`src/rtl/id_ex_if.sv`:
```
// Decode/execute boundary signals for the ID/EX pipeline register and hazard unit.
// master drives the decode-side fields and the M/W hazard info; slave is the stage itself.
interface id_ex_if;
  logic        RegDstD, ALUSrcD, SignExtD, BranchD, BranchNED, MemtoRegD, MemWriteD, RegWriteD;
  logic [3:0]  ALUControlD;
  logic [31:0] RD1D, RD2D, ExtImmD, PCPlus4D;
  logic [4:0]  RsD, RtD, RdD;
  logic [4:0]  WriteRegM, WriteRegW;
  logic        RegWriteM, RegWriteW;
  logic        PCSrcE;

  logic        RegDstE, ALUSrcE, SignExtE, BranchE, BranchNE, MemtoRegE, MemWriteE, RegWriteE, ValidE;
  logic [3:0]  ALUControlE;
  logic [31:0] RD1E, RD2E, ExtImmE, PCPlus4E;
  logic [4:0]  RsE, RtE, RdE;
  logic [1:0]  ForwardAE, ForwardBE;
  logic        StallF, StallD, FlushD;
  logic [15:0] StallCount;

  modport master (
    output RegDstD, ALUSrcD, SignExtD, BranchD, BranchNED, MemtoRegD, MemWriteD, RegWriteD,
    output ALUControlD, RD1D, RD2D, ExtImmD, PCPlus4D, RsD, RtD, RdD,
    output WriteRegM, WriteRegW, RegWriteM, RegWriteW, PCSrcE,
    input  RegDstE, ALUSrcE, SignExtE, BranchE, BranchNE, MemtoRegE, MemWriteE, RegWriteE, ValidE,
    input  ALUControlE, RD1E, RD2E, ExtImmE, PCPlus4E, RsE, RtE, RdE,
    input  ForwardAE, ForwardBE, StallF, StallD, FlushD, StallCount
  );

  modport slave (
    input  RegDstD, ALUSrcD, SignExtD, BranchD, BranchNED, MemtoRegD, MemWriteD, RegWriteD,
    input  ALUControlD, RD1D, RD2D, ExtImmD, PCPlus4D, RsD, RtD, RdD,
    input  WriteRegM, WriteRegW, RegWriteM, RegWriteW, PCSrcE,
    output RegDstE, ALUSrcE, SignExtE, BranchE, BranchNE, MemtoRegE, MemWriteE, RegWriteE, ValidE,
    output ALUControlE, RD1E, RD2E, ExtImmE, PCPlus4E, RsE, RtE, RdE,
    output ForwardAE, ForwardBE, StallF, StallD, FlushD, StallCount
  );
endinterface

```
`src/rtl/id_ex_stage.sv`:
```
// ID/EX pipeline register with load-use stall, branch flush, E-stage forwarding selects
// and a saturating load-use stall counter.
module id_ex_stage (
  input  logic    clk,
  input  logic    rst_n,
  id_ex_if.slave  bus
);

  typedef struct packed {
    logic        reg_dst;
    logic        alu_src;
    logic        sign_ext;
    logic        branch;
    logic        branch_ne;
    logic        mem_to_reg;
    logic        mem_write;
    logic        reg_write;
    logic        valid;
    logic [3:0]  alu_ctrl;
    logic [31:0] rd1;
    logic [31:0] rd2;
    logic [31:0] ext_imm;
    logic [31:0] pc_plus4;
    logic [4:0]  rs;
    logic [4:0]  rt;
    logic [4:0]  rd;
  } ex_t;

  ex_t         r_ex;
  ex_t         w_ex_d;
  logic [15:0] r_stall_count;
  logic        w_load_use;
  logic        w_stall;
  logic        w_flush_e;

  function automatic logic [1:0] fwd_sel(input logic [4:0] src,
                                         input logic       wr_m, input logic [4:0] reg_m,
                                         input logic       wr_w, input logic [4:0] reg_w);
    if (wr_m && (reg_m != 5'd0) && (reg_m == src))
      return 2'b10;
    else if (wr_w && (reg_w != 5'd0) && (reg_w == src))
      return 2'b01;
    else
      return 2'b00;
  endfunction

  assign w_ex_d = '{
    reg_dst:    bus.RegDstD,
    alu_src:    bus.ALUSrcD,
    sign_ext:   bus.SignExtD,
    branch:     bus.BranchD,
    branch_ne:  bus.BranchNED,
    mem_to_reg: bus.MemtoRegD,
    mem_write:  bus.MemWriteD,
    reg_write:  bus.RegWriteD,
    valid:      1'b1,
    alu_ctrl:   bus.ALUControlD,
    rd1:        bus.RD1D,
    rd2:        bus.RD2D,
    ext_imm:    bus.ExtImmD,
    pc_plus4:   bus.PCPlus4D,
    rs:         bus.RsD,
    rt:         bus.RtD,
    rd:         bus.RdD
  };

  assign w_load_use = r_ex.mem_to_reg && r_ex.valid && (r_ex.rt != 5'd0) &&
                      ((r_ex.rt == bus.RsD) || (r_ex.rt == bus.RtD));
  // A taken branch kills the stalled instruction anyway, so it suppresses the stall.
  assign w_stall    = w_load_use && !bus.PCSrcE;
  assign w_flush_e  = bus.PCSrcE || w_load_use;

  always_ff @(posedge clk) begin
    if (!rst_n) begin
      r_ex          <= '0;
      r_stall_count <= '0;
    end else begin
      r_ex <= w_flush_e ? '0 : w_ex_d;
      if (w_stall && (r_stall_count != 16'hFFFF))
        r_stall_count <= r_stall_count + 16'd1;
    end
  end

  assign bus.StallF      = w_stall;
  assign bus.StallD      = w_stall;
  assign bus.FlushD      = bus.PCSrcE;
  assign bus.StallCount  = r_stall_count;

  assign bus.ForwardAE   = fwd_sel(r_ex.rs, bus.RegWriteM, bus.WriteRegM, bus.RegWriteW, bus.WriteRegW);
  assign bus.ForwardBE   = fwd_sel(r_ex.rt, bus.RegWriteM, bus.WriteRegM, bus.RegWriteW, bus.WriteRegW);

  assign bus.RegDstE     = r_ex.reg_dst;
  assign bus.ALUSrcE     = r_ex.alu_src;
  assign bus.SignExtE    = r_ex.sign_ext;
  assign bus.BranchE     = r_ex.branch;
  assign bus.BranchNE    = r_ex.branch_ne;
  assign bus.MemtoRegE   = r_ex.mem_to_reg;
  assign bus.MemWriteE   = r_ex.mem_write;
  assign bus.RegWriteE   = r_ex.reg_write;
  assign bus.ValidE      = r_ex.valid;
  assign bus.ALUControlE = r_ex.alu_ctrl;
  assign bus.RD1E        = r_ex.rd1;
  assign bus.RD2E        = r_ex.rd2;
  assign bus.ExtImmE     = r_ex.ext_imm;
  assign bus.PCPlus4E    = r_ex.pc_plus4;
  assign bus.RsE         = r_ex.rs;
  assign bus.RtE         = r_ex.rt;
  assign bus.RdE         = r_ex.rd;

endmodule

```
`src/flat_wrapper.sv`:
```
// flat-port wrapper written by rule: the top's interface ports become plain ports
module id_ex_stage_flat 
  (clk, rst_n, bus_RegDstD, bus_ALUSrcD, bus_SignExtD, bus_BranchD, bus_BranchNED, bus_MemtoRegD, bus_MemWriteD, bus_RegWriteD, bus_ALUControlD, bus_RD1D, bus_RD2D, bus_ExtImmD, bus_PCPlus4D, bus_RsD, bus_RtD, bus_RdD, bus_WriteRegM, bus_WriteRegW, bus_RegWriteM, bus_RegWriteW, bus_PCSrcE, bus_RegDstE, bus_ALUSrcE, bus_SignExtE, bus_BranchE, bus_BranchNE, bus_MemtoRegE, bus_MemWriteE, bus_RegWriteE, bus_ValidE, bus_ALUControlE, bus_RD1E, bus_RD2E, bus_ExtImmE, bus_PCPlus4E, bus_RsE, bus_RtE, bus_RdE, bus_ForwardAE, bus_ForwardBE, bus_StallF, bus_StallD, bus_FlushD, bus_StallCount);
  id_ex_if bus_i ();
  input  logic clk;
  input  logic rst_n;
  input wire logic [$bits(bus_i.RegDstD)-1:0] bus_RegDstD;
  input wire logic [$bits(bus_i.ALUSrcD)-1:0] bus_ALUSrcD;
  input wire logic [$bits(bus_i.SignExtD)-1:0] bus_SignExtD;
  input wire logic [$bits(bus_i.BranchD)-1:0] bus_BranchD;
  input wire logic [$bits(bus_i.BranchNED)-1:0] bus_BranchNED;
  input wire logic [$bits(bus_i.MemtoRegD)-1:0] bus_MemtoRegD;
  input wire logic [$bits(bus_i.MemWriteD)-1:0] bus_MemWriteD;
  input wire logic [$bits(bus_i.RegWriteD)-1:0] bus_RegWriteD;
  input wire logic [$bits(bus_i.ALUControlD)-1:0] bus_ALUControlD;
  input wire logic [$bits(bus_i.RD1D)-1:0] bus_RD1D;
  input wire logic [$bits(bus_i.RD2D)-1:0] bus_RD2D;
  input wire logic [$bits(bus_i.ExtImmD)-1:0] bus_ExtImmD;
  input wire logic [$bits(bus_i.PCPlus4D)-1:0] bus_PCPlus4D;
  input wire logic [$bits(bus_i.RsD)-1:0] bus_RsD;
  input wire logic [$bits(bus_i.RtD)-1:0] bus_RtD;
  input wire logic [$bits(bus_i.RdD)-1:0] bus_RdD;
  input wire logic [$bits(bus_i.WriteRegM)-1:0] bus_WriteRegM;
  input wire logic [$bits(bus_i.WriteRegW)-1:0] bus_WriteRegW;
  input wire logic [$bits(bus_i.RegWriteM)-1:0] bus_RegWriteM;
  input wire logic [$bits(bus_i.RegWriteW)-1:0] bus_RegWriteW;
  input wire logic [$bits(bus_i.PCSrcE)-1:0] bus_PCSrcE;
  output wire logic [$bits(bus_i.RegDstE)-1:0] bus_RegDstE;
  output wire logic [$bits(bus_i.ALUSrcE)-1:0] bus_ALUSrcE;
  output wire logic [$bits(bus_i.SignExtE)-1:0] bus_SignExtE;
  output wire logic [$bits(bus_i.BranchE)-1:0] bus_BranchE;
  output wire logic [$bits(bus_i.BranchNE)-1:0] bus_BranchNE;
  output wire logic [$bits(bus_i.MemtoRegE)-1:0] bus_MemtoRegE;
  output wire logic [$bits(bus_i.MemWriteE)-1:0] bus_MemWriteE;
  output wire logic [$bits(bus_i.RegWriteE)-1:0] bus_RegWriteE;
  output wire logic [$bits(bus_i.ValidE)-1:0] bus_ValidE;
  output wire logic [$bits(bus_i.ALUControlE)-1:0] bus_ALUControlE;
  output wire logic [$bits(bus_i.RD1E)-1:0] bus_RD1E;
  output wire logic [$bits(bus_i.RD2E)-1:0] bus_RD2E;
  output wire logic [$bits(bus_i.ExtImmE)-1:0] bus_ExtImmE;
  output wire logic [$bits(bus_i.PCPlus4E)-1:0] bus_PCPlus4E;
  output wire logic [$bits(bus_i.RsE)-1:0] bus_RsE;
  output wire logic [$bits(bus_i.RtE)-1:0] bus_RtE;
  output wire logic [$bits(bus_i.RdE)-1:0] bus_RdE;
  output wire logic [$bits(bus_i.ForwardAE)-1:0] bus_ForwardAE;
  output wire logic [$bits(bus_i.ForwardBE)-1:0] bus_ForwardBE;
  output wire logic [$bits(bus_i.StallF)-1:0] bus_StallF;
  output wire logic [$bits(bus_i.StallD)-1:0] bus_StallD;
  output wire logic [$bits(bus_i.FlushD)-1:0] bus_FlushD;
  output wire logic [$bits(bus_i.StallCount)-1:0] bus_StallCount;
  assign bus_i.RegDstD = bus_RegDstD;
  assign bus_i.ALUSrcD = bus_ALUSrcD;
  assign bus_i.SignExtD = bus_SignExtD;
  assign bus_i.BranchD = bus_BranchD;
  assign bus_i.BranchNED = bus_BranchNED;
  assign bus_i.MemtoRegD = bus_MemtoRegD;
  assign bus_i.MemWriteD = bus_MemWriteD;
  assign bus_i.RegWriteD = bus_RegWriteD;
  assign bus_i.ALUControlD = bus_ALUControlD;
  assign bus_i.RD1D = bus_RD1D;
  assign bus_i.RD2D = bus_RD2D;
  assign bus_i.ExtImmD = bus_ExtImmD;
  assign bus_i.PCPlus4D = bus_PCPlus4D;
  assign bus_i.RsD = bus_RsD;
  assign bus_i.RtD = bus_RtD;
  assign bus_i.RdD = bus_RdD;
  assign bus_i.WriteRegM = bus_WriteRegM;
  assign bus_i.WriteRegW = bus_WriteRegW;
  assign bus_i.RegWriteM = bus_RegWriteM;
  assign bus_i.RegWriteW = bus_RegWriteW;
  assign bus_i.PCSrcE = bus_PCSrcE;
  assign bus_RegDstE = bus_i.RegDstE;
  assign bus_ALUSrcE = bus_i.ALUSrcE;
  assign bus_SignExtE = bus_i.SignExtE;
  assign bus_BranchE = bus_i.BranchE;
  assign bus_BranchNE = bus_i.BranchNE;
  assign bus_MemtoRegE = bus_i.MemtoRegE;
  assign bus_MemWriteE = bus_i.MemWriteE;
  assign bus_RegWriteE = bus_i.RegWriteE;
  assign bus_ValidE = bus_i.ValidE;
  assign bus_ALUControlE = bus_i.ALUControlE;
  assign bus_RD1E = bus_i.RD1E;
  assign bus_RD2E = bus_i.RD2E;
  assign bus_ExtImmE = bus_i.ExtImmE;
  assign bus_PCPlus4E = bus_i.PCPlus4E;
  assign bus_RsE = bus_i.RsE;
  assign bus_RtE = bus_i.RtE;
  assign bus_RdE = bus_i.RdE;
  assign bus_ForwardAE = bus_i.ForwardAE;
  assign bus_ForwardBE = bus_i.ForwardBE;
  assign bus_StallF = bus_i.StallF;
  assign bus_StallD = bus_i.StallD;
  assign bus_FlushD = bus_i.FlushD;
  assign bus_StallCount = bus_i.StallCount;
  id_ex_stage u_core (.clk(clk), .rst_n(rst_n), .bus(bus_i));
endmodule
```
`config.mk`:
```
export PLATFORM = sky130hd
export DESIGN_NAME = id_ex_stage_flat
export DESIGN_NICKNAME = d
export VERILOG_FILES = /design/src/rtl/id_ex_if.sv /design/src/rtl/id_ex_stage.sv /design/src/flat_wrapper.sv
export SDC_FILE = /design/constraint.sdc
export NUM_CORES = 1
export LEC_CHECK = 0
export CAP_MARGIN = 25
export CELL_PAD_IN_SITES_DETAIL_PLACEMENT = 0
export CELL_PAD_IN_SITES_GLOBAL_PLACEMENT = 1
export CORE_MARGIN = 2
export CORE_UTILIZATION = 24
export DETAILED_ROUTE_END_ITERATION = 7
export GPL_TIMING_DRIVEN = 1
export PLACE_DENSITY = 0.87
export SLEW_MARGIN = 5
export SYNTH_ARGS = -nofsm -noshare
export SYNTH_HDL_FRONTEND = slang
export SYNTH_SLANG_ARGS = --single-unit
```
`constraint.sdc`:
```
create_clock -name clk -period 1.78 [get_ports clk]
set_input_delay 0.178 -clock clk [delete_from_list [all_inputs] [get_ports clk]]
set_output_delay 0.178 -clock clk [all_outputs]
set_load 0.02 [all_outputs]
```
==> results.toml <==
[run_status]
outcome = "finished with violations"
failed_checks = "negative setup slack"

[logic_synthesis]
syn_avg_cell_area_um2 = 11.20
synth_compound_area_frac = 0.04214
synthesis.yosys.warnings = 0
synth.mux.area_fraction = 0.007210
post_synth_simple_gate_area = 0.2501
synth-seq-cells = 172
syn-instance-count = 496
synth.cell_area_um2 = 5553
post_synth_adder_cell_area = 0.002253
yosysUniqueCellTypes = 36
yosys.area_share.xor_xnor = 0.04732
dominant_combinational_cell_family_by_area_after_synthesis = "simple AND/OR/NAND/NOR gates"
synth_fp_nets = 667
synth.yosys.seq_area_share = 0.6201

[hold_path]
worst_hold_path_type = "input port to flop"

[clock_tree]
cts_tree = "yes"
clk_transition_reported_paths_ps = 70
cts_root_buffer = "clkbuf_16"
cts_buffers = 17
numClockSinks = 172
clk_latency_ps = 420
post_cts_hold_buffer_count = 0
ctsHtreeMaxLevel = 4
cts_max_path_buffers = 2

[power]
power_per_cell_area_nw_per_um2 = 799.9
vdd_drop_max_mv = 0.5286
power.share.combinational = 0.152
power.static_leakage_uw = 0.004530
switching_share = 0.2535
sequentialPowerShare = 0.445
power.share.clock = 0.403
power_report.internal_total_uw = 6758
netsw_uw = 2296

[setup_path]
timing.setup.critical_path_class = "flop to flop"
critical_path_peak_fanout = 6
cp_data_arrival_time_ps = 2430
category_of_cells_accounting_for_the_largest_share_of_critical_path_delay = "simple AND/OR/NAND/NOR gates"
critPathRequiredTime_ps = 2150
worst_setup_path_end_kind = "flop"
timing.critical_path.slowest_stage_cell = "or4_4"
timing.critical_path.cells = "or4_4 -> buf_6 -> o211ai_4 -> o211a_4 -> buf_12 -> buf_4 -> buf_8 -> and2_4"
crit_path_start_kind = "flop"
path_buf_inv = 4
critPathMaxStageDelay_ps = 550

[routing]
routed_wl_mm = 20.39
route.vias.total = 5076
route.detailed.wl_per_inst_um = 16.61
detail_route.first_pass.iterations = 4
vias_per_cell = 4.134
violation_count_after_the_first_detailed_route_iteration = 140
detail-route-antenna-nets = 0
drt_drc_violations_left = 0

[grt]
antenna_found_initial = 0
maximum_number_of_pins_on_one_net_before_global_route_repair = 51
grt_overflow = 0
globalRouteTotalUtil = 0.1572
first_global_vias = 5237
grt_first_pass_wirelength_mm = 29.08

[cells_and_area]
finalCoreUtilization = 0.4984
post_route_cells_drive_above_1_share = 0.2386
filler_cell_count = 2049
regArea_um2 = 3486
syn_to_layout_area_delta_pct = 103.8
final_nets = 1101
mostFrequentLayoutCell = "clkdlybuf4s50_1"
footprint_of_the_multi_input_gates_um2 = 2361
antenna_cells_inserted = 0
layout_common_cells = "clkdlybuf4s50_1, dfxtp_1, and2_1, buf_4, xor2_1"

[job]
maxCapViolations = 0

[sta]
worstMarginPinSlew_ps = 314.6
grt_setup_unrepaired = "yes"
fmax_mhz = 485.2
fin_tns_setup_ps = -34600
worst_slew_margin_rel = 0.7896
post-route-worst-setup-slack_ps = -281.2
finalCriticalPeriod_ps = 2061
worst_clock_skew_ps = 13.49
final_min_period_over_clock_period = 1.158
timing_max_transition_violations_final = 0
finalHoldViolCount = 0
setup_viol = 175
worst_hold_slack_ps = 310.7

[floorplan]
core_um2 = 22710
die-area_um2 = 24370
die_h_um = 156.1
design.portCount = 349
rows = 55
initial_core_utilization = 0.2445
chipWidth_um = 156.1

[placed_design]
finalWeightedCongestion = 0.7663
io_buffer_count = 348
dpl.hpwl_mm = 14.53
==> state kept, by name, indices dropped and copies added, names as in the netlist <==
name / cells
u_core.bus.ALUControlE: 4
u_core.bus.ALUSrcE: 1
u_core.bus.BranchE: 1
u_core.bus.BranchNE: 1
u_core.bus.ExtImmE: 32
u_core.bus.MemWriteE: 1
u_core.bus.MemtoRegE: 1
u_core.bus.PCPlus4E: 32
u_core.bus.RD1E: 32
u_core.bus.RD2E: 32
u_core.bus.RdE: 5
u_core.bus.RegDstE: 1
u_core.bus.RegWriteE: 1
u_core.bus.RsE: 5
u_core.bus.RtE: 5
u_core.bus.SignExtE: 1
u_core.bus.StallCount: 16
u_core.bus.ValidE: 1
==> timing repair <==
action,4_1_cts,5_1_grt
buffers inserted,15,10
gates cloned,8,3
pin swaps,37,22
gates resized for setup,87,68
setup endpoints to repair,177,179
==> cell usage after synthesis <==
library cell,count,area [µm²]
clkbuf_1,4,15.01
ha_1,1,12.51
o211a_1,2,20.02
nor4_2,1,12.51
o311ai_0,3,26.28
a21oi_1,7,35.03
or4b_1,1,10.01
clkinv_1,1,3.750
and3_1,3,18.77
xnor2_1,6,52.55
xor2_1,24,210.2
nand2b_1,7,43.79
nand3_1,6,30.03
o211ai_1,1,7.510
nor2b_1,1,6.260
dfxtp_1,172,3443
o21ai_0,3,15.01
o31ai_1,8,60.06
nor4_1,7,43.79
mux2i_1,4,40.04
or4_1,13,97.59
nor2_1,5,18.77
buf_4,4,30.03
and4_1,1,8.760
o41ai_1,3,26.28
a22oi_2,1,12.51
buf_2,23,115.1
and2_1,156,975.9
o211ai_4,1,21.27
or4_4,1,11.26
nand4_1,6,37.54
or4b_2,1,10.01
o311a_1,1,10.01
nor3_1,3,15.01
nand2_1,13,48.80
inv_1,2,7.510
==> per-stage QoR <==
stage / area (µm²) / worst slack (ps) / std cells / power, µW
floorplan: 5705 / -112.2 / 496 / 4531
global placement: 9902 / -770.1 / 1166 / 5300
detailed placement: 9902 / -789.0 / 1166 / 5315
CTS: 11030 / -307.5 / 1220 / 9143
global route: 11320 / -337.2 / 1228 / 9454
finish: 11320 / -281.2 / 1228 / 9054
==> logic make-up after synthesis <==
logic type | after synthesis
simple gates | 225
flops | 172
buf+inv | 34
compound gates | 30
xor+xnor | 30
mux | 4
fa+ha+maj | 1
==> metal layers <==
metal	track usage	wire, µm	up-vias
li1	-	-	2485
met1	0.1724	7752	2369
met2	0.2790	10710	203
met3	0.05972	1567	19
met4	0.05286	357	0
met5	0	0	-
==> path summary, 6_finish.rpt <==
check                                              start  slack [ps]  cells after the start                                endpoint
setup / recovery            u_core.bus.RtE[2]$_SDFF_PP0_        -280                      8          u_core.bus.RD1E[11]$_SDFF_PP0_
hold / removal                              bus_RD1D[28]         310                      2          u_core.bus.RD1E[28]$_SDFF_PP0_
setup reg to reg            u_core.bus.RtE[2]$_SDFF_PP0_        -280                      8          u_core.bus.RD1E[11]$_SDFF_PP0_
hold reg to reg   u_core.bus.StallCount[14]$_SDFFE_PN0P_         500                      2  u_core.bus.StallCount[14]$_SDFFE_PN0P_
==> cell type report <==
cell class	count	area share
tap	285	0.03151
clock inverter	12	0.01050
multi-input combinational	290	0.2086
timing repair buffer	446	0.4001
clock buffer	20	0.04035
inverter	3	0.0009949
sequential	172	0.3080
==> power by group through the flow <==
| stage | Sequential [µW] | Clock (µW) | Combinational [µW] |
|---|---|---|---|
| 6_report | 4030 | 3650 | 1380 |
| 5_1_grt | 4040 | 3950 | 1460 |
| 4_1_cts | 4030 | 3770 | 1340 |
| 3_5_place_dp | 4120 | 0 | 1190 |
| 3_3_place_gp | 4120 | 0 | 1180 |
| 2_1_floorplan | 4300 | 0 | 234 |
(Power assumes the default switching activity.)
